## config.mk

```make
export PLATFORM = sky130hd
export DESIGN_NAME = io_input_reader_flat
export DESIGN_NICKNAME = d
export VERILOG_FILES = /design/src/rtl/io_input_reader_pkg.sv /design/src/rtl/io_input_reader_if.sv /design/src/rtl/io_input_reader_input_debounce.sv /design/src/rtl/io_input_reader.sv /design/src/flat_wrapper.sv
export SDC_FILE = /design/constraint.sdc
export NUM_CORES = 1
export LEC_CHECK = 0
export CAP_MARGIN = 20
export CORE_ASPECT_RATIO = 1.2
export CORE_MARGIN = 2
export CORE_UTILIZATION = 56
export CTS_BUF_LIST = sky130_fd_sc_hd__clkbuf_8 sky130_fd_sc_hd__clkbuf_16
export DETAILED_ROUTE_END_ITERATION = 16
export PLACE_DENSITY = 0.87
export SLEW_MARGIN = 20
export SYNTH_ARGS = -nofsm -noshare
export SYNTH_HDL_FRONTEND = slang
export SYNTH_SLANG_ARGS = --single-unit
```

## constraint.sdc

```tcl
create_clock -name Clk -period 4.1 [get_ports Clk]
set_input_delay 0.41 -clock Clk [delete_from_list [all_inputs] [get_ports Clk]]
set_output_delay 0.41 -clock Clk [all_outputs]
set_load 0.02 [all_outputs]
```

## src/rtl/io_input_reader_pkg.sv

```systemverilog
// Shared constants for the switch-input read peripheral: register map and bus width.
package io_input_reader_pkg;

    localparam int          DATA_W       = 32;
    localparam logic [5:0]  DEFAULT_BASE = 6'b000100;

    localparam logic [5:0]  REG_STATE    = 6'd0;
    localparam logic [5:0]  REG_EDGE     = 6'd1;
    localparam logic [5:0]  REG_CNT      = 6'd2;

    // Word offset of a bus address relative to the peripheral base; wraps like the bus adder.
    function automatic logic [5:0] reg_offset(input logic [5:0] addr, input logic [5:0] base);
        return addr - base;
    endfunction

endpackage

```

## src/rtl/io_input_reader_if.sv

```systemverilog
// Word-addressed peripheral read bus plus the edge interrupt line.
interface io_input_reader_if;
    import io_input_reader_pkg::*;

    logic [5:0]        Add;
    logic              Read;
    logic [DATA_W-1:0] RData;
    logic              RValid;
    logic              IrqEdge;

    modport master (output Add, output Read, input RData, input RValid, input IrqEdge);
    modport slave  (input Add, input Read, output RData, output RValid, output IrqEdge);

endinterface

```

## src/rtl/io_input_reader_input_debounce.sv

```systemverilog
// Two-flop synchroniser followed by a whole-vector debouncer that commits a new
// switch value only after it has stayed stable for DB_CYCLES synced cycles.
module input_debounce #(
    parameter int WIDTH     = 8,
    parameter int DB_CYCLES = 16
) (
    input  logic             clk,
    input  logic             rst_n,
    input  logic [WIDTH-1:0] sw,
    output logic [WIDTH-1:0] state,
    output logic             update,
    output logic [WIDTH-1:0] rise
);

    localparam int            CW     = $clog2(DB_CYCLES);
    localparam logic [CW-1:0] DB_MAX = CW'(DB_CYCLES - 1);

    logic [WIDTH-1:0] sync1_q, sync1_d;
    logic [WIDTH-1:0] sync2_q, sync2_d;
    logic [WIDTH-1:0] cand_q,  cand_d;
    logic [WIDTH-1:0] state_q, state_d;
    logic [CW-1:0]    dbcnt_q, dbcnt_d;

    always_ff @(posedge clk or negedge rst_n) begin
        if (!rst_n) begin
            sync1_q <= '0;
            sync2_q <= '0;
            cand_q  <= '0;
            state_q <= '0;
            dbcnt_q <= '0;
        end else begin
            sync1_q <= sync1_d;
            sync2_q <= sync2_d;
            cand_q  <= cand_d;
            state_q <= state_d;
            dbcnt_q <= dbcnt_d;
        end
    end

    // Any difference from the candidate restarts the stability window; the
    // counter parks at its maximum once the candidate has been committed.
    always_comb begin
        sync1_d = sw;
        sync2_d = sync1_q;
        cand_d  = cand_q;
        state_d = state_q;
        dbcnt_d = dbcnt_q;
        update  = 1'b0;
        if (sync2_q != cand_q) begin
            cand_d  = sync2_q;
            dbcnt_d = '0;
        end else if (dbcnt_q == DB_MAX && cand_q != state_q) begin
            state_d = cand_q;
            update  = 1'b1;
        end else if (dbcnt_q != DB_MAX) begin
            dbcnt_d = dbcnt_q + 1'b1;
        end
    end

    assign state = state_q;
    assign rise  = cand_q & ~state_q;

endmodule

```

## src/rtl/io_input_reader.sv

```systemverilog
// Memory-mapped switch reader: debounced state, sticky rising-edge flags and a
// saturating change counter, read back one cycle after each Read strobe.
module io_input_reader
    import io_input_reader_pkg::*;
#(
    parameter int         WIDTH     = 8,
    parameter int         DB_CYCLES = 16,
    parameter logic [5:0] BASE      = DEFAULT_BASE
) (
    input  logic             Clk,
    input  logic             Rst_n,
    io_input_reader_if.slave bus,
    input  logic [WIDTH-1:0] SW
);

    logic [WIDTH-1:0]  db_state;
    logic              db_update;
    logic [WIDTH-1:0]  db_rise;

    logic [WIDTH-1:0]  edge_q,   edge_d;
    logic [7:0]        cnt_q,    cnt_d;
    logic [DATA_W-1:0] rdata_q,  rdata_d;
    logic              rvalid_q, rvalid_d;
    logic              irq_q,    irq_d;

    logic [5:0]        offset;
    logic              rd_edge;
    logic              rd_cnt;
    logic [WIDTH-1:0]  set_bits;
    logic [DATA_W-1:0] state_ext;
    logic [DATA_W-1:0] edge_ext;

    input_debounce #(
        .WIDTH     (WIDTH),
        .DB_CYCLES (DB_CYCLES)
    ) u_debounce (
        .clk    (Clk),
        .rst_n  (Rst_n),
        .sw     (SW),
        .state  (db_state),
        .update (db_update),
        .rise   (db_rise)
    );

    always_ff @(posedge Clk or negedge Rst_n) begin
        if (!Rst_n) begin
            edge_q   <= '0;
            cnt_q    <= '0;
            rdata_q  <= '0;
            rvalid_q <= 1'b0;
            irq_q    <= 1'b0;
        end else begin
            edge_q   <= edge_d;
            cnt_q    <= cnt_d;
            rdata_q  <= rdata_d;
            rvalid_q <= rvalid_d;
            irq_q    <= irq_d;
        end
    end

    // Clear-on-read loses to a same-cycle update: the read returns the old
    // snapshot while the registers restart from whatever the update just set.
    always_comb begin
        offset    = reg_offset(bus.Add, BASE);
        rd_edge   = bus.Read && (offset == REG_EDGE);
        rd_cnt    = bus.Read && (offset == REG_CNT);
        set_bits  = db_update ? db_rise : '0;

        state_ext = '0;
        state_ext[WIDTH-1:0] = db_state;
        edge_ext  = '0;
        edge_ext[WIDTH-1:0]  = edge_q;

        edge_d = rd_edge ? set_bits : (edge_q | set_bits);

        cnt_d = cnt_q;
        if (rd_cnt) begin
            cnt_d = db_update ? 8'd1 : 8'd0;
        end else if (db_update && cnt_q != 8'hFF) begin
            cnt_d = cnt_q + 8'd1;
        end

        irq_d    = |edge_d;
        rvalid_d = bus.Read;
        rdata_d  = rdata_q;
        if (bus.Read) begin
            if (offset == REG_STATE) begin
                rdata_d = state_ext;
            end else if (offset == REG_EDGE) begin
                rdata_d = edge_ext;
            end else if (offset == REG_CNT) begin
                rdata_d = {24'b0, cnt_q};
            end else begin
                rdata_d = '0;
            end
        end
    end

    assign bus.RData   = rdata_q;
    assign bus.RValid  = rvalid_q;
    assign bus.IrqEdge = irq_q;

endmodule
```

## src/flat_wrapper.sv

```systemverilog
// flat-port wrapper written by rule: the top's interface ports become plain ports
module io_input_reader_flat import io_input_reader_pkg::*;
#(
    parameter int         WIDTH     = 8,
    parameter int         DB_CYCLES = 16,
    parameter logic [5:0] BASE      = DEFAULT_BASE
)
  (Clk, Rst_n, SW, bus_Add, bus_Read, bus_RData, bus_RValid, bus_IrqEdge);
  io_input_reader_if bus_i ();
  input  logic Clk;
  input  logic Rst_n;
  input  logic [WIDTH-1:0] SW;
  input wire logic [$bits(bus_i.Add)-1:0] bus_Add;
  input wire logic [$bits(bus_i.Read)-1:0] bus_Read;
  output wire logic [$bits(bus_i.RData)-1:0] bus_RData;
  output wire logic [$bits(bus_i.RValid)-1:0] bus_RValid;
  output wire logic [$bits(bus_i.IrqEdge)-1:0] bus_IrqEdge;
  assign bus_i.Add = bus_Add;
  assign bus_i.Read = bus_Read;
  assign bus_RData = bus_i.RData;
  assign bus_RValid = bus_i.RValid;
  assign bus_IrqEdge = bus_i.IrqEdge;
  io_input_reader #(.WIDTH(WIDTH), .DB_CYCLES(DB_CYCLES), .BASE(BASE)) u_core (.Clk(Clk), .Rst_n(Rst_n), .bus(bus_i), .SW(SW));
endmodule
```

# Word-level counts from Yosys, hierarchy flattened

Cells that the tools add are included.

Word-level logic and storage cells: 48
Bits of input ports: 17
Flip-flop bits (word level): 86

$add $sub $neg: 3
Muxes and demuxes: 13
Eq/ne operators: 8
Bitwise operators: 4
Reduce and logical (&&, ||, !) cells: 10

Operator list:

| cell                  | count |
|---|---|
| $mux W32              | 2 |
| $mux W8               | 5 |
| $ne A8 B8 Y1          | 2 |
| $mux W4               | 3 |
| $add A8 B1 Y8 const B | 1 |
| $and A8 B8 Y8         | 1 |
| $ne A8 B8 Y1 const B  | 1 |
| $not A8 Y8            | 1 |
| $or A8 B8 Y8          | 1 |
| $reduce_or A8 Y1      | 1 |
| $eq A6 B1 Y1 const B  | 1 |
| $eq A6 B2 Y1 const B  | 1 |
| $logic_not A6 Y1      | 1 |
| $sub A6 B3 Y6 const B | 1 |
| $add A4 B1 Y4 const B | 1 |
| $eq A4 B4 Y1 const B  | 1 |
| $logic_and A1 B1 Y1   | 4 |
| $ne A4 B4 Y1 const B  | 1 |
| $reduce_and A2 Y1     | 2 |
| $reduce_bool A2 Y1    | 2 |
| $mux W1               | 3 |
| $ne A2 B2 Y1 const B  | 1 |
| $not A1 Y1            | 1 |

# Longest topological paths before layout

Depth in word-level cells: 8
Gate-level depth with buffers: 8
Mapped depth without buffers: 7

# By module

A second synthesis with hierarchy kept.

Cells, all modules: 254
Area total of the unflattened synthesis: 2919.0 um^2

By module, submodules not included:

| module          | sequential area each (um^2) | cells an instance | times used | area an instance (um^2) |
|---|---|---|---|---|
| io_input_reader | 650.6                       | 157               | 1          | 1550.2 |
| input_debounce  | 900.9                       | 97                | 1          | 1368.8 |

# Worst setup path after synthesis

Ideal clock, no wire load.

Path kind: register -> register
Start: reg u_core.u_debounce.dbcnt_q[0]
End: reg u_core.cnt_q[5]
Cell stages (with the launch flop): 8
Arrival time: 1.944 ns
Clock period less this slack: 2.021 ns
Slack: 2.079 ns
Path through: dfrtp_1 -> ha_1 -> nand3_2 -> o21bai_1 -> or3_1 -> buf_2 -> or4_1 -> a21oi_1

Cells in the longest elaborated chain, start to end: 6

RTL lines:

| what                                | RTL line                             | source |
|---|---|---|
| start, declared                     | io_input_reader_input_debounce.sv:22 | `logic [CW-1:0] dbcnt_q, dbcnt_d;` |
| start signal, assigned              | io_input_reader_input_debounce.sv:36 | `dbcnt_q <= dbcnt_d;` |
| $eq A4 B4 Y1                        | io_input_reader_input_debounce.sv:52 | `end else if (dbcnt_q == DB_MAX && cand_q != state_q) begin` |
| $logic_and A1 B1 Y1                 | io_input_reader_input_debounce.sv:52 |  |
| $mux W1                             | io_input_reader_input_debounce.sv:52 |  |
| $mux W1                             | io_input_reader_input_debounce.sv:49 | `if (sync2_q != cand_q) begin` |
| $logic_and A1 B1 Y1                 | io_input_reader.sv:79                | `end else if (db_update && cnt_q != 8'hFF) begin` |
| $reduce_bool A2 Y1 (no source line) | -                                    |  |
| end signal, assigned                | io_input_reader.sv:54                | `cnt_q <= cnt_d;` |
| end, declared                       | io_input_reader.sv:21                | `logic [7:0] cnt_q, cnt_d;` |

Every way passes these cells.
A chain may end at the register's enable or synchronous reset.

# Worst setup path after layout

Start: reg u_core.u_debounce.dbcnt_q[0]
End: reg u_core.cnt_q[3]

Same word-level chain as after synthesis.

==> flow_metrics.env <==
export IMPL_status="complete, no violations"
export IMPL_path_clk_slew_ps=70
export IMPL_netlist_area_um2=2875
export IMPL_h_tree_depth=3
export IMPL_ys_types=43
export IMPL_fp_dieH_um=82.50
export IMPL_ctsHoldBuffers=0
export IMPL_worstPathCellList="ha_1 -> nand3_2 -> o21bai_1 -> or3_1 -> or4_1 -> a21oi_1"
export IMPL_p_per_area_nw_per_um2=426.9
export IMPL_antenna_found_initial=0
export IMPL_io_buffer_count=26
export IMPL_synthCells=267
export IMPL_synth_compound_area_share_pct=13.75
export IMPL_initial_utilization_pct=58.21
export IMPL_critPathMaxStageDelay_ps=550
export IMPL_grt_pass1_wl_mm=8.438
export IMPL_drt_pass1_iterations=4
export IMPL_arrival_ps=2480
export IMPL_crit_path_start_kind="flop"
export IMPL_yosys_area_share_adder_pct=4.352
export IMPL_crit_path_max_fanout=9
export IMPL_clk_latency_ps=340
export IMPL_hold_viol=0
export IMPL_switching_share_pct=23.62
export IMPL_multiInputGateArea_um2=1085
export IMPL_antenna_left=0
export IMPL_grt_pass1_vias=1893
export IMPL_fin_worst_skew_ps=10.97
export IMPL_setup_viol=0
export IMPL_numCtsBuffers=9
export IMPL_dieArea_um2=5726
export IMPL_rsz0062_at_grt="no"
export IMPL_met1_length_mm=2.147
export IMPL_track_usage_pct=19.02
export IMPL_yosysWarnings=0
export IMPL_synthToLayoutAreaGrowth_pct=13.93
export IMPL_wl_met3_um=261
export IMPL_vias=1893
export IMPL_synth_top_family_by_area="compound AO/OA/AOI/OAI gates"
export IMPL_gr_total_overflow=0
export IMPL_period_share_pct=54.27
export IMPL_io_pins=51
export IMPL_clock_root_buffer="clkbuf_8"
export IMPL_synth_xor_xnor_area_share_pct=2.742
export IMPL_p_sw_uw=330.2
export IMPL_cts_tree="built"
export IMPL_r2r_slack_ps=1870
export IMPL_clock_sinks=62
export IMPL_regArea_um2=1551
export IMPL_crit_required_ps=4360
export IMPL_tns_ps=0
export IMPL_drive_gt1_share_pct=9.278
export IMPL_die_w_um=69.41
export IMPL_totalWireLength_mm=4.885
export IMPL_utilization_pct=66.31
export IMPL_drtIter0Drc=91
export IMPL_core_um2=4940
export IMPL_drc=0
export IMPL_fin_crit_ps=2225
export IMPL_slew_headroom_pct=55.17
export IMPL_p_clk_share_pct=42.3
export IMPL_synth_mux_area_share_pct=0.3481
export IMPL_yosysSeqAreaShare_pct=53.96
export IMPL_cp_num_buf_inv=0
export IMPL_grt_max_degree=33
export IMPL_highest_layer="met4"
export IMPL_post_drt_via_cell_ratio=5.393
export IMPL_cts_resized=0
export IMPL_yosys_area_share_simple_pct=13.23
export IMPL_worstSetupEndpointType="flop"
export IMPL_crit_slowest_cell="or4_1"
export IMPL_cts_path_max_buffers=2
export IMPL_fillers=382
export IMPL_place_congestion=0.8718
export IMPL_maxCapViolCount=0
export IMPL_p_int_uw=1068
export IMPL_row_count=28
export IMPL_p_leak_uw=0.001436
export IMPL_slew_violations=0
export IMPL_met2_length_mm=2.386
export IMPL_hold_class="in2async"
export IMPL_crit_family="simple AND/OR/NAND/NOR gates"
export IMPL_ir_worst_vdd_v=0.0003524
export IMPL_p_seq_share_pct=47.7
export IMPL_worst_pin_slew_ps=672.5
export IMPL_synth_area_per_cell_um2=10.77
export IMPL_pwr_share_comb_pct=10.0
export IMPL_final_nets=314
export IMPL_max_freq_mhz=449.4
export IMPL_cts_setup_buffers=0
export IMPL_antenna_cells=0
export IMPL_post_dp_hpwl_mm=3.583
export IMPL_ys_ff_latch=62
export IMPL_crit_type="reg2reg"
export IMPL_avgRoutedWirePerCell_um=13.92
## cell usage in the layout (no fill, tap or decap), types with 2 or more instances in the layout
master,n
nor2_1,6
o211ai_1,9
or4_1,3
nand4_1,4
a21oi_1,6
dfrtp_1,62
nand2b_1,7
nor4_1,4
or3_1,3
o21ai_0,16
o31ai_1,3
inv_1,20
xnor2_1,9
nand3_1,3
conb_1,24
nand2_1,16
and3_1,4
clkbuf_8,11
ha_1,10
clkdlybuf4s50_1,25
and3_2,2
nor3_1,3
bufinv_16,2
buf_4,2
a22o_1,17
## Yosys cell counts
cell | n | area share (%)
a41o_1 | 1 | 0.35
buf_4 | 24 | 6.3
o21ai_0 | 16 | 2.8
nand2b_1 | 7 | 1.5
a21oi_1 | 6 | 1.0
o31ai_1 | 3 | 0.78
xnor2_1 | 9 | 2.7
o21bai_1 | 1 | 0.26
mux2i_1 | 1 | 0.35
a311oi_1 | 1 | 0.30
or3_1 | 3 | 0.65
nor4_1 | 4 | 0.87
nor3_1 | 4 | 0.70
nor2_1 | 6 | 0.78
ha_1 | 10 | 4.4
conb_1 | 1 | 0.13
a31o_1 | 1 | 0.30
a22o_1 | 17 | 5.2
and3_1 | 4 | 0.87
and4_1 | 1 | 0.30
nand3_1 | 3 | 0.52
or4_1 | 3 | 0.78
and2_2 | 1 | 0.26
nor3b_1 | 1 | 0.26
buf_1 | 1 | 0.13
clkbuf_1 | 15 | 2.0
nand2_1 | 16 | 2.1
clkbuf_8 | 1 | 0.48
and3_2 | 2 | 0.52
o211ai_1 | 9 | 2.3
inv_1 | 19 | 2.5
nor2_2 | 1 | 0.22
nand3_2 | 1 | 0.35
nand4_1 | 4 | 0.87
nand4_2 | 1 | 0.44
or2_2 | 1 | 0.22
or4b_1 | 1 | 0.35
buf_2 | 1 | 0.17
nand2_2 | 1 | 0.22
nor3b_2 | 1 | 0.44
dfrtp_1 | 62 | 54
o21ai_1 | 1 | 0.17
a31oi_1 | 1 | 0.22
## registers in the layout (all words and copies together) (netlist names)
signal,cells
u_core.bus.IrqEdge,1
u_core.bus.RData,8
u_core.bus.RValid,1
u_core.cnt_q,8
u_core.edge_q,8
u_core.u_debounce.cand_q,8
u_core.u_debounce.dbcnt_q,4
u_core.u_debounce.state,8
u_core.u_debounce.sync1_q,8
u_core.u_debounce.sync2_q,8
## worst paths after layout
check | from | end | cells after the start
worst min-delay path | Rst_n | u_core.bus.RData[3]$_DFFE_PN0P_ | 1
worst max register to register | u_core.u_debounce.dbcnt_q[0]$_DFFE_PN0P_ | u_core.cnt_q[3]$_DFFE_PN0P_ | 6
worst min register to register | u_core.u_debounce.sync1_q[1]$_DFF_PN0_ | u_core.u_debounce.sync2_q[1]$_DFF_PN0_ | 0
min in group Clk | u_core.u_debounce.sync1_q[1]$_DFF_PN0_ | u_core.u_debounce.sync2_q[1]$_DFF_PN0_ | 0
max in group asynchronous | Rst_n | u_core.cnt_q[2]$_DFFE_PN0P_ | 2
worst max-delay path | u_core.u_debounce.dbcnt_q[0]$_DFFE_PN0P_ | u_core.cnt_q[3]$_DFFE_PN0P_ | 6
## worst reg2reg max path: cells and delay by family, from the launching register on
family,cells,cell delay (ps)
flops,1,400
fa+ha+maj,1,250
compound gates,2,360
simple gates,3,1150
## cell families after synthesis
family	count (synthesis)
adders and majority gates	10
and+or+nand+nor	66
muxes	1
buffers and inverters	61
xor gates and xnor gates	9
DFF	62
other	1
AOI/OAI and AO/OA	57
## through the flow
step / area [um^2] / cells / hold slack, ps / setup WS [ps] / power (uW)
2_1_floorplan: 2962 / 290 / 114.4 / 2079 / 783.0
3_3_place_gp: 3053 / 336 / 332.1 / 1662 / 811.2
3_5_place_dp: 3053 / 336 / 339.6 / 1601 / 817.8
4_1_cts: 3276 / 351 / 121.1 / 1867 / 1409
5_1_grt: 3276 / 351 / 164.4 / 1719 / 1459
6_report: 3276 / 351 / 101.7 / 1875 / 1398
## metal layers
metal  global-route usage (%)  vias up
li1                         -      919
met3                    5.583       14
met4                    8.039        0
met5                        0        -
met2                    32.02       56
met1                    23.21      904
## layout make-up
type,instances,area share (%)
Tap cell,60,2.292
Inverter,19,2.177
Clock inverter,4,2.177
Sequential cell,62,47.36
Clock buffer,11,4.622
Timing Repair Buffer,28,8.251
Multi-Input combinational cell,167,33.12
## power by group through the flow
stage	combinational (uW)	sequential [uW]	clock [uW]
floorplan	111	672	0
global placement	136	675	0
detailed placement	141	677	0
CTS	141	666	602
global route	158	670	631
finish	140	666	592
Power figures use the tool's default switching activity.
